[config.mk]
export PLATFORM = sky130hd
export DESIGN_NAME = pattern_sequencer_flat
export DESIGN_NICKNAME = d
export VERILOG_FILES = /design/src/rtl/pattern_sequencer_pkg.sv /design/src/rtl/pattern_sequencer_if.sv /design/src/rtl/pattern_sequencer.sv /design/src/flat_wrapper.sv
export SDC_FILE = /design/constraint.sdc
export NUM_CORES = 1
export LEC_CHECK = 0
export CAP_MARGIN = 20
export CORE_ASPECT_RATIO = 1.2
export CORE_MARGIN = 2
export CORE_UTILIZATION = 48
export CTS_BUF_LIST = sky130_fd_sc_hd__clkbuf_8
export DETAILED_ROUTE_END_ITERATION = 10
export PLACE_DENSITY_LB_ADDON = 0.05
export SYNTH_ARGS = -nofsm -noshare
export SYNTH_HDL_FRONTEND = slang
export SYNTH_SLANG_ARGS = --single-unit
[constraint.sdc]
create_clock -name i_clk -period 1.8 [get_ports i_clk]
set_clock_uncertainty 0.2 [all_clocks]
set_input_delay 0.36 -clock i_clk [delete_from_list [all_inputs] [get_ports i_clk]]
set_output_delay 0.36 -clock i_clk [all_outputs]
set_load 0.01 [all_outputs]
[src/rtl/pattern_sequencer_pkg.sv]
// pattern_seq_pkg: shared types for the song-level pattern sequencer.
// State enum, order-word field layout and slicing helpers.
package pattern_seq_pkg;

  localparam int PAT_ADDR_W = 5;

  localparam int OW_ADDR_LSB = 0;
  localparam int OW_ADDR_W   = 5;
  localparam int OW_LEN_LSB  = 5;
  localparam int OW_LEN_W    = 5;
  localparam int OW_REP_LSB  = 10;
  localparam int OW_REP_W    = 4;
  localparam int OW_END_BIT  = 15;

  typedef enum logic [2:0] {
    S_IDLE,
    S_FETCH,
    S_LATCH,
    S_ARM,
    S_PLAY
  } state_t;

  function automatic logic [OW_ADDR_W-1:0] ow_addr(
    input logic [15:0] w
  );
    return w[OW_ADDR_LSB +: OW_ADDR_W];
  endfunction

  function automatic logic [OW_LEN_W-1:0] ow_len(
    input logic [15:0] w
  );
    return w[OW_LEN_LSB +: OW_LEN_W];
  endfunction

  function automatic logic [OW_REP_W-1:0] ow_rep(
    input logic [15:0] w
  );
    return w[OW_REP_LSB +: OW_REP_W];
  endfunction

  function automatic logic ow_end(
    input logic [15:0] w
  );
    return w[OW_END_BIT];
  endfunction

endpackage

[src/rtl/pattern_sequencer_if.sv]
// Link between pattern sequencer (master) and note sequencer (slave).
// Ports: i_note_stb, i_note_done in; o_new_addr/len/valid out.
interface pattern_sequencer_if;
  import pattern_seq_pkg::*;

  logic                  i_note_stb;
  logic                  i_note_done;
  logic [PAT_ADDR_W-1:0] o_new_addr;
  logic [PAT_ADDR_W-1:0] o_new_pattern_len;
  logic                  o_new_addr_valid;

  modport master (
    input  i_note_stb,
    input  i_note_done,
    output o_new_addr,
    output o_new_pattern_len,
    output o_new_addr_valid
  );

  modport slave (
    output i_note_stb,
    output i_note_done,
    input  o_new_addr,
    input  o_new_pattern_len,
    input  o_new_addr_valid
  );

endinterface

[src/rtl/pattern_sequencer.sv]
// Song sequencer: walks order ROM, arms patterns for the note sequencer.
// Ports: i_clk, i_rst_n, i_start, i_stop, o_order_addr, i_order_data,
// o_playing, o_song_end, nsq (master link). Macro: PATTERN_SEQ_LOOP_EN.
module pattern_sequencer
  import pattern_seq_pkg::*;
#(
  parameter int ORDER_ADDR_W = 4,
  parameter int ORDER_LEN    = 16
) (
  input  logic                    i_clk,
  input  logic                    i_rst_n,
  input  logic                    i_start,
  input  logic                    i_stop,
  output logic [ORDER_ADDR_W-1:0] o_order_addr,
  input  logic [15:0]             i_order_data,
  output logic                    o_playing,
  output logic                    o_song_end,
  pattern_sequencer_if.master     nsq
);

  localparam logic [ORDER_ADDR_W-1:0] LAST_IDX =
    ORDER_ADDR_W'(ORDER_LEN - 1);

  state_t                  r_state;
  logic [ORDER_ADDR_W-1:0] r_idx;
  logic [OW_LEN_W-1:0]     r_note_cnt;
  logic [OW_REP_W-1:0]     r_rep_cnt;
  logic [OW_ADDR_W-1:0]    r_addr;
  logic [OW_LEN_W-1:0]     r_len;
  logic                    r_end;
  logic                    r_song_end;

  state_t                  w_state;
  logic [ORDER_ADDR_W-1:0] w_idx;
  logic [OW_LEN_W-1:0]     w_note_cnt;
  logic [OW_REP_W-1:0]     w_rep_cnt;
  logic [OW_ADDR_W-1:0]    w_addr;
  logic [OW_LEN_W-1:0]     w_len;
  logic                    w_end;
  logic                    w_song_end;
  logic                    w_unused;

  // bit 14 of the order word is reserved
  assign w_unused = i_order_data[14];

  always_ff @(posedge i_clk or negedge i_rst_n) begin
    if (!i_rst_n) begin
      r_state    <= S_IDLE;
      r_idx      <= '0;
      r_note_cnt <= '0;
      r_rep_cnt  <= '0;
      r_addr     <= '0;
      r_len      <= '0;
      r_end      <= 1'b0;
      r_song_end <= 1'b0;
    end else begin
      r_state    <= w_state;
      r_idx      <= w_idx;
      r_note_cnt <= w_note_cnt;
      r_rep_cnt  <= w_rep_cnt;
      r_addr     <= w_addr;
      r_len      <= w_len;
      r_end      <= w_end;
      r_song_end <= w_song_end;
    end
  end

  always_comb begin
    w_state    = r_state;
    w_idx      = r_idx;
    w_note_cnt = r_note_cnt;
    w_rep_cnt  = r_rep_cnt;
    w_addr     = r_addr;
    w_len      = r_len;
    w_end      = r_end;
    w_song_end = 1'b0;
    if (i_stop) begin
      w_state = S_IDLE;
    end else if (i_start) begin
      w_state    = S_FETCH;
      w_idx      = '0;
      w_note_cnt = '0;
    end else begin
      unique case (r_state)
        S_IDLE: ;
        S_FETCH: w_state = S_LATCH;
        S_LATCH: begin
          // only reached after a fetch, so this is a first entry
          w_addr    = ow_addr(i_order_data);
          w_len     = ow_len(i_order_data);
          w_rep_cnt = ow_rep(i_order_data);
          w_end     = ow_end(i_order_data);
          w_state   = S_ARM;
        end
        S_ARM: begin
          if (nsq.i_note_stb) begin
            w_state    = S_PLAY;
            w_note_cnt = '0;
          end
        end
        S_PLAY: begin
          if (nsq.i_note_done) begin
            if (r_note_cnt != r_len) begin
              w_note_cnt = r_note_cnt + 1'b1;
            end else if (r_rep_cnt != '0) begin
              w_rep_cnt = r_rep_cnt - 1'b1;
              w_state   = S_ARM;
            end else if (r_end || r_idx == LAST_IDX) begin
              w_song_end = 1'b1;
`ifdef PATTERN_SEQ_LOOP_EN
              w_idx   = '0;
              w_state = S_FETCH;
`else
              w_state = S_IDLE;
`endif
            end else begin
              w_idx   = r_idx + 1'b1;
              w_state = S_FETCH;
            end
          end
        end
        default: w_state = S_IDLE;
      endcase
    end
  end

  assign o_order_addr          = r_idx;
  assign o_playing             = (r_state != S_IDLE);
  assign o_song_end            = r_song_end;
  assign nsq.o_new_addr        = r_addr;
  assign nsq.o_new_pattern_len = r_len;
  assign nsq.o_new_addr_valid  = (r_state == S_ARM);

endmodule

[src/flat_wrapper.sv]
// flat-port wrapper written by rule: the top's interface ports become plain ports
module pattern_sequencer_flat import pattern_seq_pkg::*;
#(
  parameter int ORDER_ADDR_W = 4,
  parameter int ORDER_LEN    = 16
)
  (i_clk, i_rst_n, i_start, i_stop, o_order_addr, i_order_data, o_playing, o_song_end, nsq_i_note_stb, nsq_i_note_done, nsq_o_new_addr, nsq_o_new_pattern_len, nsq_o_new_addr_valid);
  pattern_sequencer_if nsq_i ();
  input  logic i_clk;
  input  logic i_rst_n;
  input  logic i_start;
  input  logic i_stop;
  output logic [ORDER_ADDR_W-1:0] o_order_addr;
  input  logic [15:0] i_order_data;
  output logic o_playing;
  output logic o_song_end;
  input wire logic [$bits(nsq_i.i_note_stb)-1:0] nsq_i_note_stb;
  input wire logic [$bits(nsq_i.i_note_done)-1:0] nsq_i_note_done;
  output wire logic [$bits(nsq_i.o_new_addr)-1:0] nsq_o_new_addr;
  output wire logic [$bits(nsq_i.o_new_pattern_len)-1:0] nsq_o_new_pattern_len;
  output wire logic [$bits(nsq_i.o_new_addr_valid)-1:0] nsq_o_new_addr_valid;
  assign nsq_i.i_note_stb = nsq_i_note_stb;
  assign nsq_i.i_note_done = nsq_i_note_done;
  assign nsq_o_new_addr = nsq_i.o_new_addr;
  assign nsq_o_new_pattern_len = nsq_i.o_new_pattern_len;
  assign nsq_o_new_addr_valid = nsq_i.o_new_addr_valid;
  pattern_sequencer #(.ORDER_ADDR_W(ORDER_ADDR_W), .ORDER_LEN(ORDER_LEN)) u_core (.i_clk(i_clk), .i_rst_n(i_rst_n), .i_start(i_start), .i_stop(i_stop), .o_order_addr(o_order_addr), .i_order_data(i_order_data), .o_playing(o_playing), .o_song_end(o_song_end), .nsq(nsq_i));
endmodule
==> Word level (Yosys, flattened, before mapping) <==
Cells that the tools add are included.
W data, S select, Z words.
{ "totals": {"latchBits": 0, "in_bits": 22, "output_inout_bits": 17, "mem_bits_rw": 0, "register_bits": 28, "n_memories": 0, "rom_bits": 0} }
{ "op_classes": {"eq_ne": 19, "mul": 0, "n_reduce_logical": 13, "n_bitwise": 2, "n_lt_le_gt_ge": 0, "n_addsub": 3, "div": 0, "mux": 30, "shift": 0} }
{ "op_table": {"columns": ["operator", "count"], "rows": [
  ["$mux W4", 9],
  ["$mux W5", 4],
  ["$mux W3", 6],
  ["$pmux W3 S5", 1],
  ["$ne A4 B4 Y1 const B", 3],
  ["$reduce_and A6 Y1", 2],
  ["$ne A2 B2 Y1 const B", 5],
  ["$pmux W5 S2", 1],
  ["$ne A3 B3 Y1 const B", 3],
  ["$mux W1", 8],
  ["$pmux W4 S2", 1],
  ["$eq A3 B2 Y1 const B", 2],
  ["$reduce_bool A2 Y1", 3],
  ["$reduce_bool A3 Y1", 2],
  ["$add A5 B1 Y5 const B", 1],
  ["$ne A5 B5 Y1", 1],
  ["$reduce_and A5 Y1", 1],
  ["$add A4 B1 Y4 const B", 1],
  ["$eq A4 B4 Y1 const B", 1],
  ["$reduce_and A4 Y1", 1],
  ["$reduce_bool A4 Y1", 1],
  ["$sub A4 B1 Y4 const B", 1],
  ["$eq A3 B1 Y1 const B", 1],
  ["$eq A3 B3 Y1 const B", 1],
  ["other kinds (6)", 7]
]} }

==> Longest topological paths before layout <==
Gate-level depths: netlist of run 1.
{ "logic_depth": {"ltp_word": 9, "depth_mapped": 7, "ltp_nobuf": 6} }

==> Least setup slack after synthesis of run 1 <==
Ideal clock, no wire load.
{ "synth_timing": {"path_kind": "register to register", "start": "register u_core.r_idx[0], in the netlist u_core.o_order_addr[0]", "end": "register u_core.r_idx[2], in the netlist u_core.o_order_addr[2]", "stages_incl_launch_ff": 6, "arrival_ns": 1.543, "required_time_ns": 1.469, "n_path_buf": 0, "period_less_slack_ns": 1.874, "slack_ns": -0.074, "cell_sequence": "dfrtp_1 -> ha_1 -> a31o_2 -> nor3_1 -> a311oi_1 -> or3b_1"} }
{ "synth_between": {"elab_chain_cells": 7} }
{ "synth_lines": {"columns": ["element", "line_no", "rtl"], "rows": [
  ["start, declared", "pattern_sequencer.sv:25", "logic [ORDER_ADDR_W-1:0] r_idx;"],
  ["start signal, assigned", "pattern_sequencer.sv:58", "r_idx <= w_idx;"],
  ["$add A4 B1 Y4", "pattern_sequencer.sv:117", "w_idx = r_idx + 1'b1;"],
  ["$mux W4", "pattern_sequencer.sv:108", "end else if (r_end || r_idx == LAST_IDX) begin"],
  ["$mux W4", "pattern_sequencer.sv:105", "end else if (r_rep_cnt != '0) begin"],
  ["$mux W4", "pattern_sequencer.sv:103", "if (r_note_cnt != r_len) begin"],
  ["$mux W4", "pattern_sequencer.sv:102", "if (nsq.i_note_done) begin"],
  ["$mux W4", "pattern_sequencer.sv:84", "unique case (r_state)"],
  ["$mux W4", "pattern_sequencer.sv:79", "end else if (i_start) begin"]
]} }
Several ways; a longest one is shown, not always the timed one. The select of a mux whose other input is x is not followed.
A chain may end at the register's enable or synchronous reset.

==> Final worst setup path of run 1 <==
{ "layout_timing": {"start": "register u_core.r_state[1]", "end": "register u_core.r_idx[3], in the netlist u_core.o_order_addr[3]"} }
{ "layout_between": {"elab_chain_cells": 3} }
{ "layout_lines": {"columns": ["element", "line_no", "rtl"], "rows": [
  ["start, declared", "pattern_sequencer.sv:24", "state_t r_state;"],
  ["start signal, assigned", "pattern_sequencer.sv:57", "r_state <= w_state;"],
  ["$eq A3 B3 Y1", "pattern_sequencer.sv:84", null],
  ["$reduce_bool A2 Y1 (no line)", null, null],
  ["$reduce_and A6 Y1 (no line)", null, null]
]} }
No other way between the ends.

==> results of run 1 <==
==> through the flow <==
| stage | std cells | setup WS, ps | hold WS [ps] | setup TNS [ps] | instance area, um2 |
|---|---|---|---|---|---|
| finish | 325 | -194.8 | 263.9 | -1686 | 2960 |
| global route | 325 | -271.0 | 293.6 | -2868 | 2960 |
| detailed placement | 303 | -401.1 | 301.3 | -8581 | 2561 |
| global placement | 303 | -387.5 | 290.2 | -7634 | 2561 |
| CTS | 317 | -135.6 | 282.4 | -776.5 | 2769 |
| floorplan | 182 | 9.872 | -135.6 | 0 | 1873 |
==> cells in the mapped netlist, types with 2 or more instances <==
cell type | instances | area [um2]
sky130_fd_sc_hd__a311oi_1 | 4 | 35.03
sky130_fd_sc_hd__buf_6 | 5 | 56.30
sky130_fd_sc_hd__nor3_1 | 3 | 15.01
sky130_fd_sc_hd__o21ai_0 | 5 | 25.02
sky130_fd_sc_hd__a21o_1 | 2 | 15.01
sky130_fd_sc_hd__and2_1 | 2 | 12.51
sky130_fd_sc_hd__o221ai_1 | 3 | 26.28
sky130_fd_sc_hd__nand2_1 | 8 | 30.03
sky130_fd_sc_hd__a211oi_1 | 3 | 22.52
sky130_fd_sc_hd__nand2b_1 | 3 | 18.77
sky130_fd_sc_hd__o311ai_1 | 2 | 17.52
sky130_fd_sc_hd__inv_1 | 13 | 48.80
sky130_fd_sc_hd__a31o_2 | 2 | 17.52
sky130_fd_sc_hd__nand3_1 | 4 | 20.02
sky130_fd_sc_hd__or3_1 | 3 | 18.77
sky130_fd_sc_hd__xnor2_1 | 3 | 26.28
sky130_fd_sc_hd__nor4_1 | 2 | 12.51
sky130_fd_sc_hd__nand4bb_1 | 3 | 33.78
sky130_fd_sc_hd__a32oi_1 | 3 | 26.28
sky130_fd_sc_hd__a21oi_1 | 3 | 15.01
sky130_fd_sc_hd__nand4_1 | 6 | 37.54
sky130_fd_sc_hd__nor3b_1 | 2 | 15.01
sky130_fd_sc_hd__o211ai_1 | 3 | 22.52
sky130_fd_sc_hd__dfrtp_1 | 28 | 700.7
sky130_fd_sc_hd__or2_0 | 2 | 12.51
sky130_fd_sc_hd__and3_1 | 3 | 18.77
sky130_fd_sc_hd__o22ai_1 | 2 | 12.51
sky130_fd_sc_hd__buf_2 | 6 | 30.03
sky130_fd_sc_hd__nor2_1 | 13 | 48.80
sky130_fd_sc_hd__ha_1 | 3 | 37.54
sky130_fd_sc_hd__o31a_1 | 2 | 17.52
sky130_fd_sc_hd__mux2_4 | 10 | 150.1
sky130_fd_sc_hd__xor2_1 | 2 | 17.52
==> what timing repair did <==
| action | CTS | global route |
|---|---|---|
| resized for setup | 37 | 29 |
| buffers inserted | 10 | 11 |
| setup endpoints to repair | 36 | 31 |
| cloned | 1 | 0 |
| pin swaps | 13 | 20 |
| hold buffers | 0 | 0 |
==> cell type report <==
class / instances / area [um2]
Tap cell: 52 / 65.06
Clock buffer: 3 / 41.29
Inverter: 13 / 48.80
Fill cell: 233 / 703.2
Timing Repair Buffer: 101 / 888.4
Multi-Input combinational cell: 128 / 1216
Sequential cell: 28 / 700.7
==> worst max path at each step <==
stage,start,endpoint,cells after the start
floorplan,u_core.r_rep_cnt[0],u_core.r_rep_cnt[1],6
global placement,i_start,u_core.r_note_cnt[2],6
detailed placement,i_start,u_core.r_note_cnt[2],6
CTS,u_core.r_state[1],u_core.r_note_cnt[2],5
global route,u_core.r_state[1],u_core.o_order_addr[3],6
finish,u_core.r_state[1],u_core.o_order_addr[3],6
==> critical path: stages (launching register included) <==
cell                       delay, ps
sky130_fd_sc_hd__dfrtp_1         400
sky130_fd_sc_hd__buf_6           130
sky130_fd_sc_hd__or3b_4          460
sky130_fd_sc_hd__buf_4           170
sky130_fd_sc_hd__nor4_4          140
sky130_fd_sc_hd__a311oi_1        150
sky130_fd_sc_hd__a211o_1         240
==> metal layers <==
layer  up-vias  track usage [%]
met3         6            4.100
met5         -                0
met2        50            46.00
met1       932            32.41
li1        863                -
met4         0            6.522
==> power breakdown <==
part	internal, mW	switching [mW]	total (mW)
registers	0.733	0.0964	0.830
logic	0.559	0.489	1.05
clock network	0.150	0.195	0.345
==> sequential cells by signal (all words and copies together) (netlist names) <==
name                          cells
u_core.r_end                      1
u_core.nsq.o_new_pattern_len      5
u_core.o_song_end                 1
u_core.nsq.o_new_addr             5
u_core.o_order_addr               4
u_core.r_state                    3
u_core.r_rep_cnt                  4
u_core.r_note_cnt                 5
==> cell usage in the layout (no fill, tap or decap), drive strengths merged, types with 2 or more instances in the layout <==
| cell type | count |
|---|---|
| a211oi | 3 |
| a21o | 2 |
| a21oi | 3 |
| a311oi | 4 |
| a31o | 2 |
| a32oi | 3 |
| and2 | 2 |
| and3 | 3 |
| buf | 66 |
| clkbuf | 3 |
| clkdlybuf4s50 | 23 |
| dfrtp | 28 |
| dlygate4sd2 | 10 |
| dlymetal6s2s | 2 |
| ha | 3 |
| inv | 13 |
| mux2 | 11 |
| nand2 | 8 |
| nand2b | 3 |
| nand3 | 4 |
| nand4 | 6 |
| nand4bb | 3 |
| nor2 | 14 |
| nor3 | 3 |
| nor3b | 4 |
| nor4 | 4 |
| o211ai | 3 |
| o21ai | 6 |
| o221ai | 3 |
| o22ai | 2 |
| o311ai | 4 |
| o31a | 2 |
| or2 | 2 |
| or3 | 3 |
| or3b | 2 |
| xnor2 | 3 |
| xor2 | 2 |
==> logic make-up after synthesis <==
group / Yosys count / share of synthesized area [%]
AO/OA/AOI/OAI: 42 / 17.50
XOR/XNOR: 5 / 2.356
adder cells (fa/ha/maj): 3 / 2.019
buffers and inverters: 26 / 7.873
flip-flops: 28 / 37.68
multiplexers: 12 / 9.219
AND/OR/NAND/NOR: 66 / 23.35
==> run_results.csv, run 1 <==
group,metric,value,unit
synth,synthDistinctLibCells,57,
synth,ys_ff_latch,28,
job,max_cap_violations,0,
pwr,power_density,750.8,mW/mm2
grt,grt_first_pass_wirelength,8680,um
final_layout,syn2layout_area_growth,59.22,%
worst_setup_path,worst-r2r-setup-slack,-190,ps
synth,syn-cell-area,0.001859,mm2
hold_path,hold_class,"input pin to asynchronous set/reset pin",
detailed_routing,routed_wirelength,5487,um
timing,finalSetupViolCount,14,
worst_setup_path,cell_depth_of_the_worst_flop_to_flop_path,6,
detailed_routing,routed_wire_length_on_met2,2918,um
worst_setup_path,r2r-end,"u_core.o_order_addr[3]",
timing,achievable-frequency,501.3,MHz
worst_setup_path,worst-endpoint-arrival,1960,ps
pwr,power_leakage,1.351,nW
detailed_routing,routed-via-count,1851,
timing,slew_violations,0,
timing,final.period_utilization,110.8,%
timing,final_critical_path_setup_slack,-194.8,ps
run_status,violated_checks,"negative setup slack",
clock_network,worst_setup_hold_path_clk_slew,100,ps
worst_setup_path,reg2reg_from,"u_core.r_state[1]",
detailed_routing,route.met3.wl,202,um
final_layout,drive_above_1_share,42.12,%
place,dp_hpwl,3693,um
die,core_area,0.003664,mm2
worst_setup_path,worst_setup_path_end_kind,"flip-flop",
worst_setup_path,crit_type,"flip-flop to flip-flop",
detailed_routing,post-route-drc-count,0,
clock_network,tritoncts,"done",
timing,fin_crit,1995,ps
die,pin_count,39,
worst_setup_path,worst-endpoint-required,1760,ps
detailed_routing,post_drt_wl_per_cell,16.88,um
place,gpl.final_weighted_congestion,0.9227,
final_layout,layout.nets,300,
timing,tightest_slew,369.9,ps
grt,overflow,0,
timing,fin_hold_viols,0,
synth,yosys_warnings,0,
place,port-buffer-count,37,
synth,synth_edf_count,0,
grt,pin_count_of_the_biggest_net_entering_global_routing,29,
grt,grt_pass1_vias,1879,
synth,syn_avg_cell_area,10.22,um2
die,floorplan.die_area,0.004389,mm2
run_status,run_status,"complete, but fails checks",
grt,grt_antenna_before_repair,0,
die,die_w,60.82,um
clock_network,total_clock_buffers_created_by_cts,3,
timing,rsz0062_at_grt,"true",
worst_setup_path,critical_path.startpoint_type,"flip-flop",
die,dieHeight,72.18,um
synth,synth.yosys.seq_area_share,37.69,%
detailed_routing,via_density_per_instance,5.695,
grt,groute.usage.overall,25.98,%
die,initial_core_util,50.75,%
clock_network,worst_skew_pair.late_latency,280,ps
clock_network,htreeDepth,1,
worst_setup_path,critical_path_peak_fanout,7,
pwr,ir_drop,0.0006053,V
timing,maxSlewHeadroom,75.34,%
synth,synth_async_sr_flop_share,100.0,%
detailed_routing,dr.pass1.iters,4,
die,core.rowCount,24,
detailed_routing,drtIter0Drc,116,
final_layout,n_antenna_cell,0,
detailed_routing,met1_routed_wirelength_after_detailed_routing,2311,um
clock_network,clockBufferDepth,2,
synth,synth.net_count,207,
synth,synth_flop_cell,"sky130_fd_sc_hd__dfrtp_1",
final_layout,finalCoreUtilization,80.81,%
synth,synth_cells,182,
clock_network,clock-root-buffer,"sky130_fd_sc_hd__clkbuf_8",
detailed_routing,maxUsedRoutingLayer,"met4",
detailed_routing,ant_nets,0,
clock_network,clock_sink_count,28,
pwr,total_power,2.223,mW
No activity file was read; power rests on OpenSTA's default activity.
==> run 2: changes to the inputs <==
CORE_ASPECT_RATIO = unset   (was 1.2)
CORE_UTILIZATION = 42   (was 48)
==> run 2 against run 1 <==
  * The flow still finishes with violations (negative setup slack)
  * Clock power hardly changed
  * Maximum frequency is 2.2% higher
  * Cell count is 0.31% higher
  * Total power is 1.7% lower
  * Flip-flop and latch count stayed put
  * Sequential power is 1% lower
  * Largest cell class unchanged
  * Highest routed layer unchanged
==> run_results.csv, run 2 (synthesis gave the netlist of run 1 again) <==
group,metric,value,unit
worst_setup_path,crit_type,"flip-flop to flip-flop",
timing,rsz0062_at_grt,"true",
grt,overflow,0,
die,core.rowCount,24,
timing,achievable-frequency,512.5,MHz
die,pin_count,39,
detailed_routing,ant_nets,0,
final_layout,layout.cells.non_filler,326,
timing,final_critical_path_setup_slack,-151.4,ps
clock_network,clock_sink_count,28,
final_layout,fin_area,0.002995,mm2
timing,fin_crit,1951,ps
worst_setup_path,critical_path.startpoint_type,"flip-flop",
pwr,total_power,2.184,mW
grt,grt_pass1_vias,1890,
grt,grt_first_pass_wirelength,8970,um
detailed_routing,post-route-drc-count,0,
die,die_w,70.54,um
worst_setup_path,worst-endpoint-required,1770,ps
clock_network,clockBufferDepth,2,
detailed_routing,routed-via-count,1835,
detailed_routing,routed_wirelength,5599,um
hold_path,hold_class,"input pin to asynchronous set/reset pin",
clock_network,htreeDepth,1,
pwr,ir_drop,0.0004433,V
die,core_area,0.004294,mm2
clock_network,total_clock_buffers_created_by_cts,3,
final_layout,drive_above_1_share,44.89,%
grt,pin_count_of_the_biggest_net_entering_global_routing,29,
final_layout,layout.nets,301,
timing,slew_violations,0,
die,floorplan.die_area,0.004975,mm2
detailed_routing,dr.pass1.iters,4,
clock_network,worst_setup_hold_path_clk_slew,100,ps
timing,finalSetupViolCount,14,
worst_setup_path,critical_path_peak_fanout,5,
worst_setup_path,critPathMaxStageDelay,430,ps
final_layout,final_common_cell,"sky130_fd_sc_hd__buf_4",
place,detailed_place.area,0.002584,mm2
job,max_cap_violations,0,
grt,groute.usage.overall,22.22,%
die,dieHeight,70.54,um
clock_network,clock-root-buffer,"sky130_fd_sc_hd__clkbuf_8",
place,dp_hpwl,3781,um
run_status,violated_checks,"negative setup slack",
detailed_routing,via_density_per_instance,5.629,
timing,maxSlewHeadroom,74.48,%
run_status,run_status,"complete, but fails checks",
clock_network,worst_skew_pair.late_latency,270,ps
worst_setup_path,critical_path.cell_chain,"buf_6 -> or3b_4 -> buf_4 -> nor4_4 -> a311oi_1 -> a211o_1",
worst_setup_path,worst_setup_path_end_kind,"flip-flop",
final_layout,layout.filler_cells,329,
place,port-buffer-count,37,
final_layout,syn2layout_area_growth,61.10,%
grt,grt_antenna_before_repair,0,
pwr,power_leakage,1.362,nW
detailed_routing,drtIter0Drc,121,
place,gpl.final_weighted_congestion,0.9301,
worst_setup_path,worst-endpoint-arrival,1920,ps
timing,tightest_slew,382.8,ps
place,place_inst,306,
timing,final.period_utilization,108.4,%
final_layout,n_antenna_cell,0,
clock_network,cts-hold-fix-buffers,0,
pwr,power_density,729.1,mW/mm2
clock_network,tritoncts,"done",
worst_setup_path,cp_slowest_cell,"sky130_fd_sc_hd__or3b_4",
detailed_routing,post_drt_wl_per_cell,17.17,um
final_layout,most_frequent_cells_in_the_layout,"55 x sky130_fd_sc_hd__buf_4, 27 x sky130_fd_sc_hd__dfrtp_1, 24 x sky130_fd_sc_hd__clkdlybuf4s50_1",
die,initial_core_util,43.30,%
timing,fin_hold_viols,0,
[run 2: per-stage QoR]
step	setup slack (ps)	util (%)	hold slack, ps	setup TNS (ps)
floorplan	9.872	-	-135.6	0
global placement	-382.9	60.17	292.9	-7284
detailed placement	-411.6	60.17	293.1	-8503
CTS	-176.9	64.86	279.5	-1360
global route	-232.2	69.76	295.2	-2276
finish	-151.4	69.76	257.7	-1251
[run 2: metal layers]
layer,routed length (um),vias up,global-route usage [%],part of all wire [%]
met4,63,0,5.451,1.1
met2,2901,62,40.15,52
met5,0,-,0,0
met1,2357,900,27.02,42
met3,276,6,4.843,4.9
li1,-,867,-,-
[run 2: power breakdown]
group          internal [mW]  switching, mW  total [mW]
registers              0.733         0.0879       0.821
clock network          0.150          0.191       0.342
logic                  0.537          0.484        1.02
[run 2: final timing paths]
path | from | to | slack (ps) | depth (start not counted)
max in group asynchronous | i_rst_n | u_core.r_state[2] | 830 | 2
worst min-delay path | i_rst_n | u_core.r_state[1] | 260 | 2
min in group i_clk | u_core.nsq.o_new_addr[4] | u_core.nsq.o_new_addr[4] | 330 | 1
worst max register to register | u_core.r_state[1] | u_core.o_order_addr[3] | -150 | 6
worst max-delay path | u_core.r_state[1] | u_core.o_order_addr[3] | -150 | 6
worst min register to register | u_core.nsq.o_new_addr[4] | u_core.nsq.o_new_addr[4] | 330 | 1
[run 2: cell type report]
class / instances / area [um2] / share of cell area (%)
repair buffers: 102 / 904.6 / 30.20
inverters: 13 / 48.80 / 1.629
well taps: 52 / 65.06 / 2.172
flip-flops and latches: 28 / 701.9 / 23.43
multi-input cells: 128 / 1234 / 41.19
clock buffers: 3 / 41.29 / 1.378
[run 2: what timing repair did]
action | 4_1_cts | 5_1_grt
cloned | 1 | 0
buffers inserted | 10 | 7
pin swaps | 11 | 16
setup endpoints to repair | 35 | 21
resized for setup | 33 | 39
[run 2: critical path: cells and delay by family (launching register included)]
kind	cells	cell delay, ps
AO/OA/AOI/OAI	2	400
buffers and inverters	2	280
AND/OR/NAND/NOR	2	570
flip-flops	1	400
==> RTL edit 1 (config.mk and constraints of run 2) <==
The option `PATTERN_SEQ_LOOP_EN` is turned on by a define.
--- a/src/rtl/pattern_sequencer.sv
+++ b/src/rtl/pattern_sequencer.sv
@@ -2,4 +2,6 @@
 // Ports: i_clk, i_rst_n, i_start, i_stop, o_order_addr, i_order_data,
 // o_playing, o_song_end, nsq (master link). Macro: PATTERN_SEQ_LOOP_EN.
+`define PATTERN_SEQ_LOOP_EN
+
 module pattern_sequencer
   import pattern_seq_pkg::*;
Check against the original RTL: not equivalent (Yosys sat finds a counterexample within 10 cycles, from zero or initial values and one cycle with i_rst_n low).
==> RTL edit 1 against run 2 <==
The run still ends with negative setup slack left; routed wire length decreased by 21%; synthesized area shrank 12%; sequential cell count stayed put; power decreased by 9.7%; die area shrank 12%; cell area shrank 10%; worst setup slack worse by 0.066 ns; count of clock-buffer cells in the layout unchanged.
==> RTL edit 1: results (changes against run 2) <==
placement:
  placed_cell_area_mm2: 0.00234  # was 0.00258 mm2
  port_buffers: 37  # unchanged
  gp_congestion: 0.903  # was 0.930
  dp_hpwl_um: 3020  # was 3780 um
sta:
  setup_viol: 15  # was 14
  worst_slack_ns: -0.218  # was -0.151 ns
  tns_ns: -1.39  # was -1.25 ns
  slew_headroom_pct: 75.7  # was 74.5%
clock_network:
  cts.clk_slew.worst_paths_ns: 0.10  # about the same
  cts_max_level: 1  # unchanged
  numCtsBuffers: 3  # unchanged
  clk_path_buf_depth: 2  # unchanged
  clk_latency_ns: 0.28
hold_path:
  min_path_type: "primary input to asynchronous set/reset pin"  # unchanged
worst_setup_path:
  r2r-start: "u_core.r_state[2]"  # was u_core.r_state[1]
  r2r_cells: 6  # unchanged
  critPathLaunch: "u_core.r_state[2]"  # was u_core.r_state[1]
  critical_path_arrival_ns: 1.98  # was 1.92 ns
  path_max_fanout: 4  # was 5
  cp-endpoint: "u_core.r_rep_cnt[3]"  # was u_core.o_order_addr[3]
finish:
  fill_cells: 275  # was 329
  fin_nets: 299  # was 301
  drive_gt1_share_pct: 35.5  # was 44.9%
logic_synthesis:
  synth.net_count: 202  # was 207
  ys_seq_area_share_pct: 43.0  # was 37.7%
  synthDistinctLibCells: 47  # was 57
  synth_warnings: 0  # unchanged
  synth_common_cells: "nand2_1, dfrtp_1, o21ai_0"  # was dfrtp_1, inv_1, nor2_1
  synthTopCellsByArea: "dfrtp_1, nand2_1, o21ai_0, xnor2_2, ha_1"  # was dfrtp_1, mux2_4, buf_6, inv_1, nor2_1
  synthArstFlopShare_pct: 100  # unchanged
grt:
  globalRouteMet3Util_pct: 3.58  # was 4.84%
  grt_max_degree: 29  # unchanged
  track_usage_pct: 22.1  # was 22.2%
  grt_pass1_wl_um: 7590  # was 8970 um
  grtUsageMet1_pct: 27.9  # was 27.0%
  grt_pass1_vias: 1731  # was 1890
  grt_antenna_before_repair: 0  # unchanged
  met2_usage_pct: 37.6  # was 40.1%
status:
  run_status: "complete, but fails checks"  # unchanged
  violations: "negative setup slack"  # unchanged
route:
  dr.pass1.iters: 5  # was 4
  wl_met1_um: 1900  # was 2360 um
  wl_met2_um: 2320  # was 2900 um
  wl_met3_um: 200  # was 276 um
  viasPerCell: 5.31  # was 5.63
  wl_um: 4450  # was 5600 um
  drtIter0Drc: 178  # was 121
power_and_ir_drop:
  ir_worst_vdd_uv: 441  # was 443 uV
  power.leakage_nw: 1.29  # was 1.36 nW
-- RTL edit 1: cell types whose count changed in the layout (fill, tap and decap cells not counted), sizes merged, moves of 4 or more --
cell / delta
nand2: +32
mux2: -11
o21ai: +7
inv: -6
nor2: -5
a311oi: -4
nand3: +4
nand4: -4
-- RTL edit 1: metrics by stage --
stage	setup slack (ns)	hold slack (ns)	util [%]	instances	power, W
after CTS	-0.185	0.270	71.3	317	0.00197
after floorplan	-0.0673	-0.136	-	177	0.00108
final	-0.218	0.263	72.9	321	0.00197
after global routing	-0.295	0.287	72.9	321	0.00208
after detailed placement	-0.422	0.262	63.4	296	0.00144
after global placement	-0.359	0.256	63.4	296	0.00143
-- RTL edit 1: cells by family (layout without fill, tap and decap cells) --
| family | count (synthesis) | in the layout | share of synthesized area [%] |
|---|---|---|---|
| AO/OA/AOI/OAI | 38 | 38 | 16.4 |
| XOR/XNOR | 6 | 6 | 4.61 |
| adder cells (fa/ha/maj) | 3 | 3 | 2.30 |
| buffers and inverters | 15 | 111 | 4.22 |
| flip-flops | 28 | 28 | 43.0 |
| multiplexers | 2 | 2 | 1.23 |
| AND/OR/NAND/NOR | 85 | 85 | 28.2 |
-- RTL edit 1: how the worst min path moves through the flow --
stage | start | end | slack, ns | cells after the start
2_1_floorplan | i_rst_n | u_core.nsq.o_new_addr[0] | -0.14 | 0
3_3_place_gp | u_core.nsq.o_new_addr[3] | u_core.nsq.o_new_addr[3] | 0.26 | 2
3_5_place_dp | u_core.nsq.o_new_addr[3] | u_core.nsq.o_new_addr[3] | 0.26 | 2
4_1_cts | i_rst_n | u_core.nsq.o_new_pattern_len[1] | 0.27 | 2
5_1_grt | i_rst_n | u_core.nsq.o_new_pattern_len[1] | 0.29 | 2
6_report | i_rst_n | u_core.nsq.o_new_pattern_len[1] | 0.26 | 2
-- RTL edit 1: area by class of cell --
cell class	count	share of cell area [%]
multi-input combinational	134	35.7
timing repair buffer	100	32.2
sequential	28	26.2
tap	48	2.23
clock buffer	3	1.53
clock inverter	1	1.12
inverter	7	0.977
-- RTL edit 1: power breakdown --
group | total, W | leakage (nW) | switching [W] | internal, W
Sequential | 0.000771 | 0.367 | 0.0000632 | 0.000708
Combinational | 0.000698 | 0.887 | 0.000328 | 0.000370
Clock | 0.000503 | 0.0357 | 0.000205 | 0.000298
Total | 0.00197 | 1.29 | 0.000596 | 0.00138
-- RTL edit 1: critical path, stage by stage (launching register included) --
cell and delay [ns]:
dfrtp_2 0.45, buf_6 0.14, xnor2_2 0.13, or4_4 0.46, nor4_4 0.15, a21oi_1 0.11
a221o_1 0.27
-- RTL edit 1: timing repair --
action                     in CTS  in global routing
pin swaps                      13                  9
gates resized for setup        38                 11
cloned                          0                  0
setup endpoints to repair      24                 31
buffers inserted               19                  4
==> RTL edit 2 (settings of run 2) <==
Without the edit above. Register the output `o_playing`, with the module's reset; this adds one clock of latency there. The other outputs are not delayed to match.
--- a/src/rtl/pattern_sequencer.sv
+++ b/src/rtl/pattern_sequencer.sv
@@ -126,5 +126,11 @@
 
   assign o_order_addr          = r_idx;
-  assign o_playing             = (r_state != S_IDLE);
+  always_ff @(posedge i_clk or negedge i_rst_n) begin
+    if (!i_rst_n) begin
+      o_playing <= '0;
+    end else begin
+      o_playing <= (r_state != S_IDLE);
+    end
+  end
   assign o_song_end            = r_song_end;
   assign nsq.o_new_addr        = r_addr;
Check against the original RTL: not equivalent (a bounded check fails within 4 cycles, from zero or initial values and one cycle with i_rst_n low).
==> RTL edit 2 against run 2 <==
The flow still finishes with violations (negative setup slack); sequential cell count up 1; power increased by 3.8%; clock power up 56%; synthesized area down 1.8%; routed wire length increased by 0.68%; worst setup slack got worse by 0.027 ns; global-route usage up 1.7 points; cell area shrank 2.0%; critical endpoint is now u_core.r_note_cnt[0]; largest cell class unchanged.
==> RTL edit 2: results (changes against run 2) <==
logic_synthesis:
  syn_inst: 205  # was 182
  synth.net_count: 230  # was 207
  ys_seq_area_share_pct: 39.8  # was 37.7%
  synthArstFlopShare_pct: 100  # unchanged
  ys.flop_type: "dfrtp_1"  # unchanged
  synthTopCellsByArea: "dfrtp_1, nand2_1, nor2_1, nand3_1, ha_1"  # was dfrtp_1, mux2_4, buf_6, inv_1, nor2_1
  synth_warnings: 0  # unchanged
  synth_common_cells: "nand2_1, dfrtp_1, nor2_1"  # was dfrtp_1, inv_1, nor2_1
route:
  drtIter0Drc: 82  # was 121
  wl_um: 5640  # was 5600 um
  vias: 1882  # was 1835
  post_drt_wl_per_cell_um: 16.6  # was 17.2 um
  dr.pass1.iters: 4  # unchanged
clock_network:
  clk_latency_ns: 0.29  # was 0.27 ns
  ctsRootBufferMaster: "clkbuf_8"  # unchanged
  clk_path_buf_depth: 2  # unchanged
  numCtsBuffers: 5  # was 3
  hold_buffers: 0  # unchanged
  cts.clk_slew.worst_paths_ns: 0.07  # was 0.10 ns
  cts_max_level: 2  # was 1
grt:
  track_usage_pct: 23.9  # was 22.2%
  grt_antenna_before_repair: 0  # unchanged
  grt_pass1_wl_um: 9330  # was 8970 um
  grt_max_degree: 30  # was 29
status:
  violations: "negative setup slack"  # unchanged
  run_status: "complete, but fails checks"  # unchanged
job:
  cap_violations: 0  # unchanged
sta:
  setup_viol: 15  # was 14
  worst_slack_ns: -0.178  # was -0.151 ns
  tightest_slew_ns: 0.459  # was 0.383 ns
finish:
  fin_nets: 314  # was 301
  fill_cells: 312  # was 329
  antenna_cells: 0  # unchanged
  drive_gt1_share_pct: 40.0  # was 44.9%
worst_setup_path:
  slowest_delay_ns: 0.51  # was 0.43 ns
  r2r-start: "u_core.r_state[1]"  # unchanged
  path_max_fanout: 5  # unchanged
  crit_type: "flop to flop"  # unchanged
  critPathSlowestCell: "or4b_4"  # was or3b_4
placement:
  dp_hpwl_um: 3720  # was 3780 um
  dp.cells: 321  # was 306
  port_buffers: 37  # unchanged
  gp_congestion: 0.982  # was 0.930
hold_path:
  min_path_type: "primary input to asynchronous set/reset pin"  # unchanged
power_and_ir_drop:
  ir_worst_vdd_uv: 552  # was 443 uV
  power.leakage_nw: 1.37  # was 1.36 nW
==> RTL edit 2: worst paths after layout <==
check / to / slack [ns] / depth (start not counted)
min reg2reg: u_core.nsq.o_new_addr[4] / 0.27 / 2
max reg2reg: u_core.r_note_cnt[0] / -0.18 / 5
min in group i_clk: u_core.nsq.o_new_addr[4] / 0.27 / 2
min: u_core.o_playing / 0.26 / 2
max in group asynchronous: u_core.o_order_addr[3] / 0.84 / 2
max: u_core.r_note_cnt[0] / -0.18 / 5
==> RTL edit 2: where the power goes <==
group,total (W),switching (W),internal [W]
sequential,0.000850,0.0000922,0.000757
clock,0.000534,0.000268,0.000266
combinational,0.000883,0.000451,0.000432
==> RTL edit 2: cells by family (layout without fill, tap and decap cells) <==
| group | Yosys count | count (layout) | synth area share [%] |
|---|---|---|---|
| muxes | 5 | 5 | 3.08 |
| adders and majority gates | 3 | 3 | 2.06 |
| AOI/OAI and AO/OA | 43 | 43 | 17.6 |
| and+or+nand+nor | 100 | 100 | 29.7 |
| xor gates and xnor gates | 6 | 6 | 2.88 |
| DFF | 29 | 29 | 39.8 |
| buffers and inverters | 19 | 104 | 4.87 |
==> RTL edit 2: routing by layer <==
layer	global-route usage (%)	share of wire [%]	vias up
met2	40.2	51	45
met1	29.8	44	925
li1	-	-	904
met3	5.34	3.5	8
met5	0	0	-
met4	9.19	1.1	0
==> RTL edit 2: area by class of cell <==
cell class | count | area [um2] | share of cell area [%]
multi-input combinational | 157 | 1230 | 41.9
timing repair buffer | 90 | 802 | 27.3
sequential | 29 | 731 | 24.9
clock buffer | 5 | 68.8 | 2.34
tap | 50 | 62.6 | 2.13
inverter | 6 | 22.5 | 0.767
clock inverter | 3 | 17.5 | 0.597
==> RTL edit 2: timing repair <==
action	4_1_cts	5_1_grt
buffers inserted	8	6
cloned	0	0
pin swaps	9	14
hold endpoints to repair	0	0
resized for setup	42	34
setup endpoints to repair	32	27
==> RTL edit 2: critical path: cells and delay by family, from the launching register on <==
family / cells / cell delay [ns]
simple gates: 2 / 0.67
flops: 1 / 0.41
mux: 1 / 0.29
compound gates: 1 / 0.16
buf+inv: 1 / 0.13
==> RTL edit 2: stage by stage <==
step | setup TNS, ns | util (%) | worst slack (ns) | hold slack [ns] | cell area [um2]
final | -1.00 | 71.8 | -0.178 | 0.259 | 2940
after global routing | -1.92 | 71.8 | -0.224 | 0.295 | 2940
after global placement | -9.98 | 62.0 | -0.493 | 0.256 | 2530
after detailed placement | -10.77 | 62.0 | -0.531 | 0.260 | 2530
after CTS | -0.666 | 67.9 | -0.144 | 0.268 | 2770
after floorplan | -0.0856 | - | -0.0765 | -0.136 | 1840
